[src/rtl/rgb_seq_pkg.sv]
// rgb_seq_pkg: shared types and constants for the RGB status sequencer.
//   color_idx_t  - 4-bit colour index understood by the LED colour selector
//   seq_state_t  - sequencer states
//   COLOR_OFF    - dark index
//   COLOR_DIM_BIT- selects the low-current variant of colours 1..7
package rgb_seq_pkg;

  typedef logic [3:0] color_idx_t;

  localparam color_idx_t COLOR_OFF     = 4'h0;
  localparam color_idx_t COLOR_DIM_BIT = 4'h8;

  typedef enum logic [2:0] {
    ST_IDLE,
    ST_STEADY,
    ST_ON,
    ST_OFF,
    ST_GAP
  } seq_state_t;

  // Colours 1..7 have a dim twin at index | 8; anything else goes dark.
  function automatic color_idx_t dim_color(input color_idx_t c);
    if (c >= 4'd1 && c <= 4'd7) return c | COLOR_DIM_BIT;
    return COLOR_OFF;
  endfunction

endpackage

[src/rtl/tick_prescaler.sv]
// tick_prescaler: divides clk down to a one-cycle tick strobe.
//   clk   - system clock
//   reset - synchronous active-high reset
//   clear - restart the count from 0 (pattern start alignment)
//   tick  - high for one cycle every TICK_CYCLES cycles (TICK_CYCLES >= 2)
module tick_prescaler #(
  parameter int TICK_CYCLES = 2_400_000
) (
  input  logic clk,
  input  logic reset,
  input  logic clear,
  output logic tick
);

  localparam int CW = $clog2(TICK_CYCLES);
  localparam logic [CW-1:0] CNT_LAST = CW'(TICK_CYCLES - 1);

  logic [CW-1:0] cnt;

  always_ff @(posedge clk) begin
    if (reset || clear) cnt <= '0;
    else if (cnt == CNT_LAST) cnt <= '0;
    else cnt <= cnt + 1'b1;
  end

  assign tick = (cnt == CNT_LAST);

endmodule

[src/rtl/rgb_status_sequencer.sv]
// rgb_status_sequencer: turns status requests into timed colour_index
// sequences (steady colour, or N blinks + dark gap, once or looping).
//   clk, reset             - system clock, synchronous active-high reset
//   req_valid/req_ready    - request handshake
//   req_color/count/repeat - pattern description, latched on accept
//   color_index            - registered colour index to the colour selector
//   busy                   - pattern active
//   done                   - one-cycle pulse when a one-shot pattern ends
// Build option: RGB_SEQ_DIM_EN shows the dim colour variant during OFF.
//
// state     | meaning
// ST_IDLE   | no pattern, output dark
// ST_STEADY | latched colour shown until the next request
// ST_ON     | blink lit phase
// ST_OFF    | blink dark phase, blink counter decremented at its end
// ST_GAP    | dark pause after the last blink, then loop or finish
module rgb_status_sequencer
  import rgb_seq_pkg::*;
#(
  parameter int TICK_CYCLES = 2_400_000,
  parameter int ON_TICKS    = 2,
  parameter int OFF_TICKS   = 2,
  parameter int GAP_TICKS   = 8
) (
  input  logic       clk,
  input  logic       reset,
  input  logic       req_valid,
  output logic       req_ready,
  input  logic [3:0] req_color,
  input  logic [3:0] req_count,
  input  logic       req_repeat,
  output logic [3:0] color_index,
  output logic       busy,
  output logic       done
);

  localparam int MAX_A     = (ON_TICKS > OFF_TICKS) ? ON_TICKS : OFF_TICKS;
  localparam int MAX_TICKS = (MAX_A > GAP_TICKS) ? MAX_A : GAP_TICKS;
  localparam int PW        = $clog2(MAX_TICKS + 1);
  localparam logic [PW-1:0] ON_LD  = PW'(ON_TICKS);
  localparam logic [PW-1:0] OFF_LD = PW'(OFF_TICKS);
  localparam logic [PW-1:0] GAP_LD = PW'(GAP_TICKS);

  seq_state_t    state, state_nxt;
  logic [PW-1:0] phase_cnt, phase_nxt;
  logic [3:0]    blink_cnt, blink_nxt;
  color_idx_t    color_q, color_nxt, color_src;
  logic [3:0]    count_q;
  logic          repeat_q;
  logic          done_nxt;
  logic          tick;
  logic          accept;

  tick_prescaler #(.TICK_CYCLES(TICK_CYCLES)) u_tick (
    .clk   (clk),
    .reset (reset),
    .clear (accept),
    .tick  (tick)
  );

  // Looping patterns stay preemptible; one-shots run to completion.
  always_comb begin
    case (state)
      ST_IDLE, ST_STEADY: req_ready = 1'b1;
      default:            req_ready = repeat_q;
    endcase
  end

  assign accept = req_valid && req_ready;
  assign busy   = (state != ST_IDLE);

  always_comb begin
    state_nxt = state;
    phase_nxt = phase_cnt;
    blink_nxt = blink_cnt;
    done_nxt  = 1'b0;
    color_src = accept ? req_color : color_q;
    if (accept) begin
      if (req_count == 4'd0) begin
        state_nxt = ST_STEADY;
        phase_nxt = '0;
        blink_nxt = 4'd0;
      end else begin
        state_nxt = ST_ON;
        phase_nxt = ON_LD;
        blink_nxt = req_count;
      end
    end else if (tick) begin
      // Phase counter is a down-counter; a tick at 1 is the terminal count.
      case (state)
        ST_ON: begin
          if (phase_cnt == PW'(1)) begin
            state_nxt = ST_OFF;
            phase_nxt = OFF_LD;
          end else phase_nxt = phase_cnt - 1'b1;
        end
        ST_OFF: begin
          if (phase_cnt == PW'(1)) begin
            blink_nxt = blink_cnt - 4'd1;
            if (blink_cnt == 4'd1) begin
              state_nxt = ST_GAP;
              phase_nxt = GAP_LD;
            end else begin
              state_nxt = ST_ON;
              phase_nxt = ON_LD;
            end
          end else phase_nxt = phase_cnt - 1'b1;
        end
        ST_GAP: begin
          if (phase_cnt == PW'(1)) begin
            if (repeat_q) begin
              state_nxt = ST_ON;
              phase_nxt = ON_LD;
              blink_nxt = count_q;
            end else begin
              state_nxt = ST_IDLE;
              phase_nxt = '0;
              done_nxt  = 1'b1;
            end
          end else phase_nxt = phase_cnt - 1'b1;
        end
        default: ;
      endcase
    end

    // Output is registered, so it follows the state being entered.
    case (state_nxt)
      ST_ON, ST_STEADY: color_nxt = color_src;
`ifdef RGB_SEQ_DIM_EN
      ST_OFF:           color_nxt = dim_color(color_src);
`endif
      default:          color_nxt = COLOR_OFF;
    endcase
  end

  always_ff @(posedge clk) begin
    if (reset) begin
      state       <= ST_IDLE;
      phase_cnt   <= '0;
      blink_cnt   <= 4'd0;
      color_q     <= COLOR_OFF;
      count_q     <= 4'd0;
      repeat_q    <= 1'b0;
      color_index <= COLOR_OFF;
      done        <= 1'b0;
    end else begin
      state       <= state_nxt;
      phase_cnt   <= phase_nxt;
      blink_cnt   <= blink_nxt;
      color_index <= color_nxt;
      done        <= done_nxt;
      if (accept) begin
        color_q  <= req_color;
        count_q  <= req_count;
        repeat_q <= req_repeat;
      end
    end
  end

endmodule

[config.mk]
export PLATFORM = sky130hd
export DESIGN_NAME = rgb_status_sequencer
export DESIGN_NICKNAME = d
export VERILOG_FILES = /design/src/rtl/rgb_seq_pkg.sv /design/src/rtl/tick_prescaler.sv /design/src/rtl/rgb_status_sequencer.sv
export SDC_FILE = /design/constraint.sdc
export NUM_CORES = 1
export LEC_CHECK = 0
export BUFFER_PORTS_ARGS = -buffer_cell sky130_fd_sc_hd__buf_2
export CAP_MARGIN = 20
export CORE_MARGIN = 8
export CORE_UTILIZATION = 40
export CTS_CLUSTER_SIZE = 16
export DETAILED_ROUTE_END_ITERATION = 8
export GPL_ROUTABILITY_DRIVEN = 0
export SLEW_MARGIN = 5
export SYNTH_ARGS = -nofsm -noshare
export SYNTH_HDL_FRONTEND = slang
export SYNTH_SLANG_ARGS = --single-unit
[constraint.sdc]
create_clock -name clk -period 1.8 [get_ports clk]
set_input_delay 0.09 -clock clk [delete_from_list [all_inputs] [get_ports clk]]
set_output_delay 0.09 -clock clk [all_outputs]
set_load 0.01 [all_outputs]
# Word-level counts from Yosys, hierarchy flattened
# Cells that the tools add are included.
[word_totals]
reg_bits = 47
word_cells = 71
[op_classes]
n_addsub = 3
eq_ne = 12
mux = 28
bitwise_logic = 4
reduce_logical = 15
[ops]
columns = ["op", "count"]
rows = [
  ["$mux 4", 13],
  ["$add 22x1->22 const B", 1],
  ["$eq 22x22->1 const B", 1],
  ["$mux 3", 6],
  ["$pmux 4 s3", 1],
  ["$eq 3x2->1 const B", 3],
  ["$ne 3x2->1 const B", 3],
  ["$pmux 3 s3", 1],
  ["$eq 4x1->1 const B", 2],
  ["$mux 2", 4],
  ["$pmux 4 s2", 1],
  ["$reduce_or 2->1", 4],
  ["$sub 4x1->4 const B", 2],
  ["$eq 3x1->1 const B", 2],
  ["$reduce_bool 3->1", 2],
  ["$reduce_and 5->1", 1],
  ["$reduce_or 5->1", 1],
  ["$logic_not 4->1", 1],
  ["$not 1->1", 4],
  ["$reduce_bool 4->1", 1],
  ["$eq 3x3->1 const B", 1],
  ["$logic_not 3->1", 1],
  ["$mux 1", 2],
  ["$reduce_and 2->1", 1],
  ["other kinds (3)", 3],
]

# Depth between registers and ports, before layout
[logic_depth]
ltp_word = 10
mapped_depth = 7
ltp_nobuf = 7

# Cells and area by module
# Synthesis repeated with hierarchy kept, for this count alone.
[unflattened]
hier_cells = 265
area_unflattened_um2 = 2274.7
[modules_own_cells]
columns = ["mod", "n_inst", "cells_each", "area_per_inst_um2"]
rows = [
  ["rgb_status_sequencer", 1, 151, 1257.5],
  ["tick_prescaler", 1, 114, 1017.2],
]

# Worst setup path before layout
# No wires, ideal clock.
[synth_timing]
kind = "register -> register"
startpoint = "register phase_cnt[0]"
endpoint = "register blink_cnt[0]"
setup_time_ns = 0.092
t_arrival_ns = 1.848
path_slack_ns = -0.140
stages_incl_launch_ff = 7
n_path_buf = 0
synth_period_minus_slack_ns = 1.940
path_cell_list = "dfxtp_1 -> ha_1 -> nor3b_2 -> nor4b_4 -> nand3_4 -> mux2_4 -> o32ai_1"
[synth_between]
elab_chain_cells = 3
word_cells_on_any_way = 4
[synth_lines]
columns = ["item", "line_no", "text"]
rows = [
  ["start: declaration", "rgb_status_sequencer.sv:45", "logic [PW-1:0] phase_cnt, phase_nxt;"],
  ["start signal: assignment", "rgb_status_sequencer.sv:148", "phase_cnt <= phase_nxt;"],
  ["$eq 4x1->1 *", "rgb_status_sequencer.sv:98, rgb_status_sequencer.sv:110", ""],
  ["$ne 3x2->1 (no source line)", "-", ""],
  ["$reduce_and 5->1 (no source line) *", "-", ""],
  ["end signal: assignment", "rgb_status_sequencer.sv:149", "blink_cnt <= blink_nxt;"],
  ["end: declaration", "rgb_status_sequencer.sv:46", "logic [3:0] blink_cnt, blink_nxt;"],
]
# Mark *: on every way between the ends. The rest lies on a longest branch, timed or not.
# A chain may end at the register's enable or synchronous reset.

# Worst setup path in the final report
[layout_timing]
startpoint = "register phase_cnt[1]"
endpoint = "register blink_cnt[2]"
# The elaborated chain is that of the path after synthesis.

==> flow_metrics.env <==
export IMPL_setup_ws_ns=-0.102
export IMPL_cp_arrival_ns=2.11
export IMPL_nFillCells=538
export IMPL_dieArea_um2=8570
export IMPL_clkTransAtPathRegs_ns=0.08
export IMPL_drtIter0Drc=73
export IMPL_cts_buffers=5
export IMPL_viasPerCell=4.99
export IMPL_ys_ff_latch=47
export IMPL_synth_edf_count=0
export IMPL_crit_end="blink_cnt[2]"
export IMPL_die_y_um=92.6
export IMPL_setup_viol=9
export IMPL_hold_start="req_repeat"
export IMPL_rsz0062_at_grt="true"
export IMPL_dp_final_hpwl_um=4010
export IMPL_numClockSinks=47
export IMPL_drive_above_1_share_pct=32.8
export IMPL_wl_um=5390
export IMPL_final_cell_mix="buf_4 (45), dfxtp_1 (44), nor2_1 (37)"
export IMPL_crit_fanout=6
export IMPL_worst_hold_path_type="in2reg"
export IMPL_violations="setup timing"
export IMPL_async_flop_share_pct=0
export IMPL_area_growth_pct=31.6
export IMPL_reg2reg_to="blink_cnt[2]"
export IMPL_worstMarginPinSlew_ns=0.479
export IMPL_yosysSeqAreaShare_pct=40.1
export IMPL_cts_root_buf="clkbuf_8"
export IMPL_syn_nets=282
export IMPL_yosysWarningCount=0
export IMPL_max_freq_ghz=0.526
export IMPL_die_x_um=92.6
export IMPL_endpoint_kind="register"
export IMPL_antenna_found_initial=0
export IMPL_r2r_slack_ns=-0.10
export IMPL_drc=0
export IMPL_track_usage_pct=13.2
export IMPL_io_buffers=18
export IMPL_ys_types=56
export IMPL_synthCells=265
export IMPL_core_um2=5780
export IMPL_power_leakage_nw=1.23
export IMPL_crit_type="reg2reg"
export IMPL_cts_tree="built"
export IMPL_finalPower_mw=2.09
export IMPL_postSynthAreaPerCell_um2=8.85
export IMPL_synth_area_um2=2340
export IMPL_synthTopCellsByArea="dfxtp_1 (40%), nor2_1 (5.9%), xor2_1 (4.9%), nand2_1 (4.3%), xnor2_1 (3.7%)"
export IMPL_min_period_over_period_pct=106
export IMPL_synth_top_area_share_pct=40.1
export IMPL_relSlewSlack_pct=67.6
export IMPL_outcome="finished, violations left"
export IMPL_grt_pass1_vias=1943
export IMPL_r2r_start="phase_cnt[1]"
export IMPL_grt_max_degree=19
export IMPL_multi_input_area_um2=1450
export IMPL_vias=2002
export IMPL_slew_viol_final=0
export IMPL_tns_ns=-0.594
export IMPL_hold_viol=0
export IMPL_synth_top_area_cell="dfxtp_1"
export IMPL_synth_flop_cell="dfxtp_1"
export IMPL_final_common_cell="buf_4"
export IMPL_core_rowCount=28
export IMPL_holdBufCountCts=0
export IMPL_finalNetCount=342
export IMPL_worst_ep_required_time_ns=2.01
export IMPL_grt_pass1_wl_um=9170
export IMPL_dr_pass1_iters=4
export IMPL_h_tree_depth=2
export IMPL_r2r_cells=7
export IMPL_setup_worst_path_start="phase_cnt[1]"
export IMPL_start_util_pct=40.6
export IMPL_drtAntennaViolNets=0
export IMPL_grt_overflow=0
export IMPL_power_density_nw_per_um2=677
export IMPL_maxCapViolCount=0
export IMPL_ir_drop_uv=427
export IMPL_clk_latency_ns=0.30
export IMPL_min_period_ns=1.90
export IMPL_fin_skew_ns=0.00297
export IMPL_fin_hold_ws_ns=0.0269
export IMPL_wl_per_cell_um=13.4
export IMPL_clock_path_buffers=2
export IMPL_io_pin_count=19
export IMPL_cp_start_kind="register"
export IMPL_num_antenna_cells=0
export IMPL_ff_latch_area_um2=947
-- cell usage after synthesis (2+ instances only) --
cell type   n
inv_1      13
mux2i_1     6
nor4b_1     4
dfxtp_1    47
clkbuf_1    7
nor2_1     37
ha_1        5
and4_1      2
buf_6       2
o31ai_1     2
nand4_1     3
buf_2       2
o221ai_1    2
nor3_1      6
a311oi_1    3
and3_1      3
a211o_2     2
nor4_1      4
nand3_1    11
and2_1      2
or2_2       4
xnor2_1    10
o31a_1      2
a21oi_1     8
xor2_1     13
nand2_1    27
nand3_2     2
o211a_1     3
nor3b_1     2
a211oi_1    5
-- cell type report --
cell class              instances  share of cell area [%]
clock buffers                   8                    3.24
multi-input cells             193                    46.9
repair buffers                 65                    14.6
well taps                      75                    3.04
flip-flops and latches         47                    30.7
inverters                      13                    1.58
-- routing by layer --
| layer | global-route usage [%] | wire length [um] | up-vias |
|---|---|---|---|
| li1 | - | - | 1050 |
| met1 | 16.9 | 2660 | 932 |
| met2 | 21.1 | 2560 | 12 |
| met3 | 2.99 | 78 | 8 |
| met4 | 4.70 | 90 | 0 |
| met5 | 0 | 0 | - |
-- worst max-delay path, stage by stage, from the launching register on --
cell and delay, ns:
dfxtp_2 0.33, inv_2 0.07, ha_4 0.13, nor3b_4 0.24
nor4b_4 0.36, nand3_4 0.16, a211o_2 0.30, a311oi_2 0.23
-- worst min path at each step --
stage | to | slack, ns | depth (start not counted)
2_1_floorplan | count_q[1] | 0.23 | 2
3_3_place_gp | repeat_q | 0.34 | 3
3_5_place_dp | repeat_q | 0.34 | 3
4_1_cts | repeat_q | 0.02 | 3
5_1_grt | count_q[2] | 0.04 | 3
6_report | repeat_q | 0.03 | 3
-- state kept, by name, indices dropped and copies added (netlist names) --
name         flops
blink_cnt        4
color_index      4
color_q          4
count_q          4
done             1
phase_cnt        4
repeat_q         1
state            3
u_tick.cnt      22
-- power breakdown --
part,total [mW],internal [mW],switching [mW],leakage [nW]
clock network,0.692,0.351,0.341,0.0515
registers,1.11,1.08,0.0310,0.384
logic,0.290,0.134,0.156,0.795
-- cells by family (layout without fill, tap and decap cells) --
kind of cell	after synthesis	after routing	synth area share, %
AND/OR/NAND/NOR	120	120	27.9
adder cells (fa/ha/maj)	5	5	2.67
multiplexers	7	7	3.20
AO/OA/AOI/OAI	38	38	12.8
XOR/XNOR	23	23	8.59
buffers and inverters	25	86	4.80
flip-flops	47	47	40.1
-- metrics by stage --
stage / worst slack [ns] / utilization [%] / instance area [um2] / cells
finish: -0.102 / 53.4 / 3090 / 401
global route: -0.222 / 53.4 / 3090 / 401
CTS: -0.0845 / 52.3 / 3020 / 400
detailed placement: -0.111 / 48.9 / 2830 / 389
global placement: -0.0881 / 48.9 / 2830 / 389
floorplan: 0.00245 / - / 2390 / 265
-- repair_timing --
action | 4_1_cts | 5_1_grt
gates resized for setup | 12 | 8
setup buffers | 3 | 1
pin swaps | 14 | 6
setup endpoints to repair | 10 | 14
Note: power is estimated with default switching activity, not from simulation.
